### config.mk
export PLATFORM = sky130hd
export DESIGN_NAME = instr_encoder_loader
export DESIGN_NICKNAME = d
export VERILOG_FILES = /design/src/rtl/instr_encoder_loader.sv
export SDC_FILE = /design/constraint.sdc
export NUM_CORES = 1
export LEC_CHECK = 0
export BUFFER_PORTS_ARGS = -buffer_cell sky130_fd_sc_hd__buf_2
export CAP_MARGIN = 20
export CORE_MARGIN = 4
export CORE_UTILIZATION = 56
export CTS_CLUSTER_DIAMETER = 50
export CTS_CLUSTER_SIZE = 40
export DETAILED_ROUTE_END_ITERATION = 6
export GPL_ROUTABILITY_DRIVEN = 0
export PLACE_DENSITY = 0.87
export REMOVE_ABC_BUFFERS = 1
export SETUP_SLACK_MARGIN = 0.4
export SLEW_MARGIN = 20
export SYNTH_ARGS = -nofsm -noshare
export SYNTH_HDL_FRONTEND = slang
export SYNTH_HIERARCHICAL = 1
export SYNTH_SLANG_ARGS = --single-unit
### constraint.sdc
create_clock -name CLK -period 3 [get_ports CLK]
set_clock_uncertainty 0.1 [all_clocks]
set_input_delay 0.3 -clock CLK [delete_from_list [all_inputs] [get_ports CLK]]
set_output_delay 0.3 -clock CLK [all_outputs]
set_load 0.02 [all_outputs]
### src/rtl/instr_encoder_loader.sv
// Packs decoded MIPS fields into 32-bit words, buffers them and streams them into RAM at consecutive addresses.
// First write one cycle after the push into an empty FIFO; enc_ready drops when full, after the last word, or in DONE.
module instr_encoder_fifo #(
  parameter int WIDTH = 33,
  parameter int DEPTH = 4
) (
  input  logic                     clk,
  input  logic                     rst_n,
  input  logic                     flush,
  input  logic                     push_vld,
  input  logic [WIDTH-1:0]         push_dat,
  input  logic                     pop,
  output logic [WIDTH-1:0]         head_dat,
  output logic                     full,
  output logic                     empty,
  output logic [$clog2(DEPTH):0]   count
);
  localparam int AW = $clog2(DEPTH);
  localparam int CW = AW + 1;

  logic [WIDTH-1:0] mem [DEPTH];
  logic [AW-1:0]    wr_ptr;
  logic [AW-1:0]    rd_ptr;

  always_ff @(posedge clk or negedge rst_n) begin
    if (!rst_n) begin
      wr_ptr <= '0;
      rd_ptr <= '0;
      count  <= '0;
    end else if (flush) begin
      wr_ptr <= '0;
      rd_ptr <= '0;
      count  <= '0;
    end else begin
      if (push_vld) wr_ptr <= wr_ptr + 1'b1;
      if (pop)      rd_ptr <= rd_ptr + 1'b1;
      if (push_vld && !pop)      count <= count + 1'b1;
      else if (!push_vld && pop) count <= count - 1'b1;
    end
  end

  always_ff @(posedge clk) begin
    if (push_vld) mem[wr_ptr] <= push_dat;
  end

  assign head_dat = mem[rd_ptr];
  assign full     = (count == CW'(DEPTH));
  assign empty    = (count == '0);
endmodule

module instr_encoder_loader #(
  parameter int          FIFO_DEPTH = 4,
  parameter logic [31:0] BASE_ADDR  = 32'h0,
  parameter int          MAX_WORDS  = 1024
) (
  input  logic        CLK,
  input  logic        nRST,
  input  logic        enc_valid,
  output logic        enc_ready,
  input  logic [5:0]  enc_opcode,
  input  logic [4:0]  enc_rs,
  input  logic [4:0]  enc_rt,
  input  logic [4:0]  enc_rd,
  input  logic [4:0]  enc_shamt,
  input  logic [5:0]  enc_funct,
  input  logic [15:0] enc_imm16,
  input  logic [25:0] enc_imm26,
  input  logic        enc_last,
  output logic        mem_wen,
  output logic [31:0] mem_addr,
  output logic [31:0] mem_store,
  input  logic        mem_wait,
  input  logic        clear,
  output logic        done,
  output logic        overflow,
  output logic [15:0] word_count
);
  localparam logic [5:0]  OP_RTYPE = 6'h00;
  localparam logic [5:0]  OP_J     = 6'h02;
  localparam logic [5:0]  OP_JAL   = 6'h03;
  localparam logic [5:0]  OP_HALT  = 6'h3F;
  localparam logic [15:0] MAX_CNT  = 16'(MAX_WORDS);
  localparam int          CW       = $clog2(FIFO_DEPTH) + 1;

  typedef enum logic [1:0] {IDLE, WRITE, DONE} state_t;
  state_t state, state_nxt;

  logic [31:0]   enc_word;
  logic [32:0]   head_dat;
  logic          fifo_full;
  logic          fifo_empty;
  logic [CW-1:0] fifo_count;
  logic          push;
  logic          pop;
  logic          flush;
  logic          last_seen;
  logic          set_overflow;
  logic [31:0]   addr_reg;

  always_comb begin
    enc_word = {enc_opcode, enc_rs, enc_rt, enc_imm16};
    case (enc_opcode)
      OP_RTYPE:     enc_word = {6'b0, enc_rs, enc_rt, enc_rd, enc_shamt, enc_funct};
      OP_J, OP_JAL: enc_word = {enc_opcode, enc_imm26};
      OP_HALT:      enc_word = {OP_HALT, 26'b0};
      default:      enc_word = {enc_opcode, enc_rs, enc_rt, enc_imm16};
    endcase
  end

  // Gated by nRST so the producer sees no ready while reset is held.
  assign enc_ready = nRST && !fifo_full && (state != DONE) && !last_seen;
  assign push      = enc_valid && enc_ready;
  assign pop       = (state == WRITE) && !mem_wait;
  assign flush     = (state == DONE) && clear;

  instr_encoder_fifo #(
    .WIDTH (33),
    .DEPTH (FIFO_DEPTH)
  ) u_fifo (
    .clk      (CLK),
    .rst_n    (nRST),
    .flush    (flush),
    .push_vld (push),
    .push_dat ({enc_last, enc_word}),
    .pop      (pop),
    .head_dat (head_dat),
    .full     (fifo_full),
    .empty    (fifo_empty),
    .count    (fifo_count)
  );

  always_comb begin
    state_nxt    = state;
    mem_wen      = 1'b0;
    done         = 1'b0;
    set_overflow = 1'b0;
    case (state)
      IDLE: begin
        if (!fifo_empty) state_nxt = WRITE;
      end
      WRITE: begin
        mem_wen = 1'b1;
        if (!mem_wait) begin
          if (head_dat[32]) begin
            state_nxt = DONE;
          end else if (word_count + 16'd1 == MAX_CNT) begin
            set_overflow = 1'b1;
            state_nxt    = DONE;
          end else if (fifo_count == CW'(1) && !push) begin
            state_nxt = IDLE;
          end
        end
      end
      DONE: begin
        done = 1'b1;
        if (clear) state_nxt = IDLE;
      end
      default: state_nxt = IDLE;
    endcase
  end

  always_ff @(posedge CLK or negedge nRST) begin
    if (!nRST) begin
      state      <= IDLE;
      addr_reg   <= BASE_ADDR;
      word_count <= '0;
      overflow   <= 1'b0;
      last_seen  <= 1'b0;
    end else begin
      state <= state_nxt;
      if (flush) begin
        addr_reg   <= BASE_ADDR;
        word_count <= '0;
        overflow   <= 1'b0;
        last_seen  <= 1'b0;
      end else begin
        if (pop) begin
          addr_reg   <= addr_reg + 32'd4;
          word_count <= word_count + 16'd1;
        end
        if (set_overflow)     overflow  <= 1'b1;
        if (push && enc_last) last_seen <= 1'b1;
      end
    end
  end

  assign mem_addr  = addr_reg;
  assign mem_store = (state == WRITE) ? head_dat[31:0] : 32'h0;
endmodule

### Word level (Yosys, flattened, before mapping)

Memory sizes are Yosys's and may differ from the RTL's.
Cells that the tools add are included.

| operators by class | value |
|---|---|
| multiplexer cells | 32 |
| magnitude comparators | 0 |
| divide/modulo/power cells | 0 |
| eq/ne operators | 13 |
| add/sub/neg operators | 6 |
| bitwise logic cells | 0 |
| shift-type cells | 0 |
| reduce and logical (&&, ||, !) cells | 25 |
| multiply operators | 0 |

Operator list:

| cell | count |
|---|---|
| 32-bit 2-to-1 mux | 3 |
| 32-bit case mux with 3 select lines | 1 |
| 32-bit by 3-bit adder with 32-bit output (second input constant) | 1 |
| 16-bit 2-to-1 mux | 2 |
| 2-bit 2-to-1 mux | 10 |
| 16-bit by 1-bit adder with 16-bit output (second input constant) | 1 |
| 16-bit by 11-bit equality test with 1-bit output (second input constant) | 1 |
| 6-bit by 2-bit equality test with 1-bit output (second input constant) | 2 |
| 1-bit 2-to-1 mux | 12 |
| 1-bit logical AND | 10 |
| 3-bit 2-to-1 mux | 3 |
| 2-bit != test (second input constant) | 4 |
| 2-bit nonzero test | 4 |
| 6-bit equality test (second input constant) | 1 |
| 6-bit logical NOT | 1 |
| 2-bit case mux with 3 select lines | 1 |
| 1-bit logical NOT | 5 |
| 2-bit by 1-bit adder with 2-bit output (second input constant) | 2 |
| 4-bit != test (second input constant) | 1 |
| 4-bit AND reduction | 1 |
| 3-bit by 1-bit adder with 3-bit output (second input constant) | 1 |
| 3-bit by 1-bit equality test with 1-bit output (second input constant) | 1 |
| 3-bit equality test (second input constant) | 1 |
| 3-bit logical NOT | 1 |
| 6 further kinds | 6 |

| storage, ports and cells | value |
|---|---|
| bits in latches | 0 |
| logic and storage cells | 85 |
| flip-flop bits (word level) | 59 |
| memory bits (writable) | 132 |
| bits in read-only memories | 0 |
| output and inout port bits | 84 |
| memories | 1 |

Memory list:

| name | words | width | read ports | clocked after Yosys merged registers in | wr ports | RTL line | text |
|---|---|---|---|---|---|---|---|
| u_fifo.mem | 4 | 33 | 1 | 0 | 1 | 21 | `logic [WIDTH-1:0] mem [DEPTH];` |

### Logic depth before layout (Yosys ltp)

| depth | value |
|---|---|
| depth after elaboration | 13 |
| depth in mapped cells | 11 |

### Cells and area by module

Netlist, hierarchy kept.

Modules (own cells, without submodules):

| module | cells an instance | times used | area an instance (um2) |
|---|---|---|---|
| instr_encoder_fifo | 216 | 1 | 5248.8 |
| instr_encoder_loader | 411 | 1 | 3335.7 |

### Least setup slack after synthesis

No wires, ideal clock.

| timing path | value |
|---|---|
| path kind | register to register |
| from | register u_fifo.count[0] |
| to | memory u_fifo.mem[0][0] (enable) |
| clock period less this slack | 3.196 ns |
| cell stages (with the launch flop) | 8 |
| setup time | 0.393 ns |
| arrival | 2.703 ns |
| buffers on the path | 1 |
| path slack | -0.196 ns |
| cell sequence | dfrtp_1 > inv_1 > and3_1 > nor4b_1 > nand2_1 > inv_1 > buf_4 > and2_1 |

| on the way | value |
|---|---|
| cells in the longest elaborated chain, start to end | 8 |

Ends and longest elaborated chain:

| element | RTL line | text |
|---|---|---|
| start: declaration | 16 | `output logic [$clog2(DEPTH):0] count` |
| start signal: assignment | 37 | `if (push_vld && !pop) count <= count + 1'b1;` |
| start signal: assignment | 38 | `else if (!push_vld && pop) count <= count - 1'b1;` |
| 3-bit equality test | 47 | `assign full = (count == CW'(DEPTH));` |
| via fifo_full | 90 | `logic fifo_full;` |
| 1-bit logical NOT | 111 | `assign enc_ready = nRST && !fifo_full && (state != DONE) && !last_seen;` |
| 1-bit logical AND (3 in a row) | 111 |  |
| via enc_ready | 59 | `output logic enc_ready,` |
| 1-bit logical AND | 112 | `assign push = enc_valid && enc_ready;` |
| via push | 93 | `logic push;` |
| 1-bit 2-to-1 mux | 43 | `if (push_vld) mem[wr_ptr] <= push_dat;` |
| 1-bit 2-to-1 mux (implied by the code) | 43 |  |
| end: declaration | 21 |  |

The timed path passes the listed nets, and every way through them passes these cells.

### Final worst setup path

| timing path | value |
|---|---|
| from | register u_fifo.count[0] |
| to | register u_fifo.count[1] |

| on the way | value |
|---|---|
| cells in the longest elaborated chain, start to end | 9 |

Ends and longest elaborated chain:

| element | RTL line |
|---|---|
| 3-bit equality test (*) | 47 |
| via fifo_full | 90 |
| 1-bit logical NOT (*) | 111 |
| 1-bit logical AND (*) (3 in a row) | 111 |
| 1-bit logical AND (*) | 112 |
| via push | 93 |
| 1-bit logical AND / 1-bit logical NOT (equally long branches) | 37, 38 |
| 3-bit 2-to-1 mux / 1-bit logical AND (equally long branches) | 37, 38 |
| 3-bit 2-to-1 mux / 3-bit nonzero test (equally long branches) | n/a |

The timed path passes the listed nets; every way through them passes the cells marked *. The select of a mux whose other input is x is not followed.
A chain may end at the register's enable or synchronous reset.

==> reports/summary.txt <==
status: complete, but fails checks
failing checks: hold timing
max-cap violation count: 0
synthesized instance count: 627
Clock Pin Slew Worst Setup and Hold Paths: 70 ps
Post-Syn Area: 0.00858 sq mm
worst path required time: 3220 ps
Post-CTS Hold Buffers: 0
period utilisation layout: 83.8%
sequential fraction of the synthesis area: 62.8%
RSZ-0062 raised after global routing: true
area post-placement: 0.00953 sq mm
EDFF count, synth: 132
TritonCTS Sinks: 189
via count: 5979
Ports: 164
post-layout util: 68.7%
Synth Register Bits: 189
Vias/cell: 6.11
Tot Pwr: 8120 uW
CP Capture Type: flop
final worst path period need: 2510 ps
largest net degree at the start of global routing: 58
gr usage total: 23.8%
relative slew slack: 47.3%
Total Wirelength: 20500 microns
hold slack final: -11.3 ps
Num CTS Buffers: 17
Crit Path Max Fanout: 11
worst skew pair latency: 420 ps
CP startpoint kind: flop
Worst Hold Class: input port to async pin
max-slew violations: 0
depth of the CTS H-tree: 4
fillers: 953
Die W: 132 microns
Post-DP HPWL: 12800 microns
initial antenna violation count: 0
Area growth, synth to finish: 18.0%
fin nets: 869
core area: 0.0148 sq mm
slew of the pin with the lowest slew margin: 787 ps
vias in the first global route: 6017
max frequency: 398 MHz
final-report hold violation count: 18
Residual DRC: 0
Clock Tree Buf Depth: 2
Crit path arrival time: 2730 ps
initial core utilization: 58.2%
die area: 0.0174 sq mm
Die Height: 132 microns
synth unique cells: 53
Rows: 44
first-pass GRT wire length: 32700 microns
initial DRC count: 586
Most used DFF post-synth: edfxtp_1
post-route antenna net violation count: 0
post-route cell area: 0.0101 sq mm
Avg WL per Cell: 21.0 microns
Final Setup Violations: 0
layout cell share with drive strength beyond 1: 31.6%
CTS tree: yes
Worst IR Drop VDD: 0.539 mV
Syn. warnings: 6
grt total ovfl: 0
P_leak: 0.00412 uW
Setup CP Type: flop to flop
first drt pass iteration count: 5
pwr dens: 801 mW/mm^2
# diodes: 0
FFs w/ async S/R, synth: 30.2%
Avg Inst Size Synth: 13.7 sq um
Root Buffer: clkbuf_16
port bufs: 161
-- area by class of cell --
| type | count | area (sq um) | share of cell area (%) |
|---|---|---|---|
| repair buffers | 178 | 953 | 9.41 |
| well taps | 184 | 230 | 2.27 |
| flip-flops and latches | 189 | 5400 | 53.3 |
| multi-input cells | 385 | 2940 | 29.0 |
| inverters | 11 | 47.5 | 0.469 |
| clock buffers | 19 | 433 | 4.27 |
| clock inverters | 13 | 133 | 1.31 |
-- synth_stat cells, types with 3 or more instances --
library cell,n,area [sq um]
buf_4,4,30.0
xnor2_1,9,78.8
nor2b_1,3,18.8
o21ai_0,41,205
mux4_2,28,631
xor2_1,29,254
and3_1,6,37.5
a31oi_1,4,25.0
buf_2,7,35.0
inv_1,11,41.3
nor3_1,7,35.0
dfrtp_1,57,1430
buf_12,3,60.1
nand4_1,20,125
o31ai_1,3,22.5
nand3_1,22,110
clkbuf_1,23,86.3
a22oi_1,17,128
nand2_1,42,158
nor4_1,5,31.3
mux4_1,5,131
a21oi_1,4,20.0
edfxtp_1,132,3960
and4_1,3,26.3
nor3b_1,3,22.5
and2_1,39,244
ha_1,6,75.1
nor2_1,51,191
buf_1,4,15.0
a22o_1,13,114
-- state kept, by name, summed over array words and instances, names as in the netlist --
register,cells
overflow,1
mem_addr,30
last_seen,1
u_fifo/rd_ptr,2
u_fifo/count,3
word_count,16
u_fifo/mem,132
u_fifo/wr_ptr,2
state,2
-- critical path: stages (launching register included) --
cell and delay [ps]:
dfrtp_1 410, inv_1 100, and3_1 180, nor4b_1 360, nand2_1 180, inv_4 140
nor2b_1 230, fa_1 450, a211oi_1 260
-- through the flow --
step / cells / hold WS (ps) / TNS (ps) / setup slack [ps]
floorplan: 585 / -95.6 / -35770 / -220
CTS: 979 / 0.837 / 0 / 402
global placement: 946 / 365 / 0 / 600
finish: 979 / -11.3 / 0 / 486
global route: 979 / 9.00 / 0 / 364
detailed placement: 946 / 365 / 0 / 480
-- metal layers --
layer	GRT usage (%)	share of wire, %	vias up
met4	7.41	2.1	0
li1	-	-	2654
met3	4.27	6.3	36
met5	0	0	-
met1	30.1	38	2979
met2	42.1	54	310
-- kinds of logic after synthesis --
logic type | count (synthesis) | share of synthesized area (%)
other | 1 | 0.0437
AOI/OAI and AO/OA | 91 | 7.00
muxes | 36 | 9.24
and+or+nand+nor | 211 | 12.6
xor gates and xnor gates | 38 | 3.88
adders and majority gates | 7 | 1.11
DFF | 189 | 62.8
buffers and inverters | 54 | 3.31
-- where the power goes --
part           switching (uW)  internal (uW)  leakage [uW]  total, uW
clock                     981           1170      0.000264       2150
sequential                282           3080       0.00196       3360
combinational            1510           1100       0.00190       2610
total                    2770           5350       0.00412       8120
-- path summary, 6_finish.rpt --
check | cells past startpoint | startpoint | endpoint | slack [ps]
min in group CLK | 1 | enc_last | u_fifo/mem[3][32] | 20
hold / removal | 2 | nRST | mem_addr[22] | -10
hold reg to reg | 2 | overflow | overflow | 380
setup / recovery | 8 | u_fifo/count[0] | u_fifo/count[1] | 490
max in group asynchronous | 2 | nRST | u_fifo/rd_ptr[0] | 2270
setup reg to reg | 8 | u_fifo/count[0] | u_fifo/count[1] | 490
-- repair_timing --
action / 4_1_cts / 5_1_grt
setup endpoints to repair: 16 / 148
gates resized for setup: 2 / 4
buffers inserted: 1 / 0
-- cell usage in the layout, fill, tap and decap left out, drive strengths merged, types with 2 or more instances in the layout --
cell type / count
clkinvlp: 5
nand2b: 2
o21ai: 42
clkbuf: 19
edfxtp: 132
clkinv: 3
inv: 15
nand2: 42
a22o: 13
a22oi: 17
ha: 6
buf: 178
dfrtp: 57
and2: 39
nor3b: 3
nor4: 5
a21oi: 4
nor2b: 3
and4: 4
conb: 2
a211oi: 3
nor2: 51
nand4: 21
mux4: 33
xor2: 29
a31oi: 4
o31ai: 3
mux2i: 2
nand3: 22
xnor2: 9
and3: 6
nor3: 7
No activity file was read; power rests on OpenSTA's default activity.
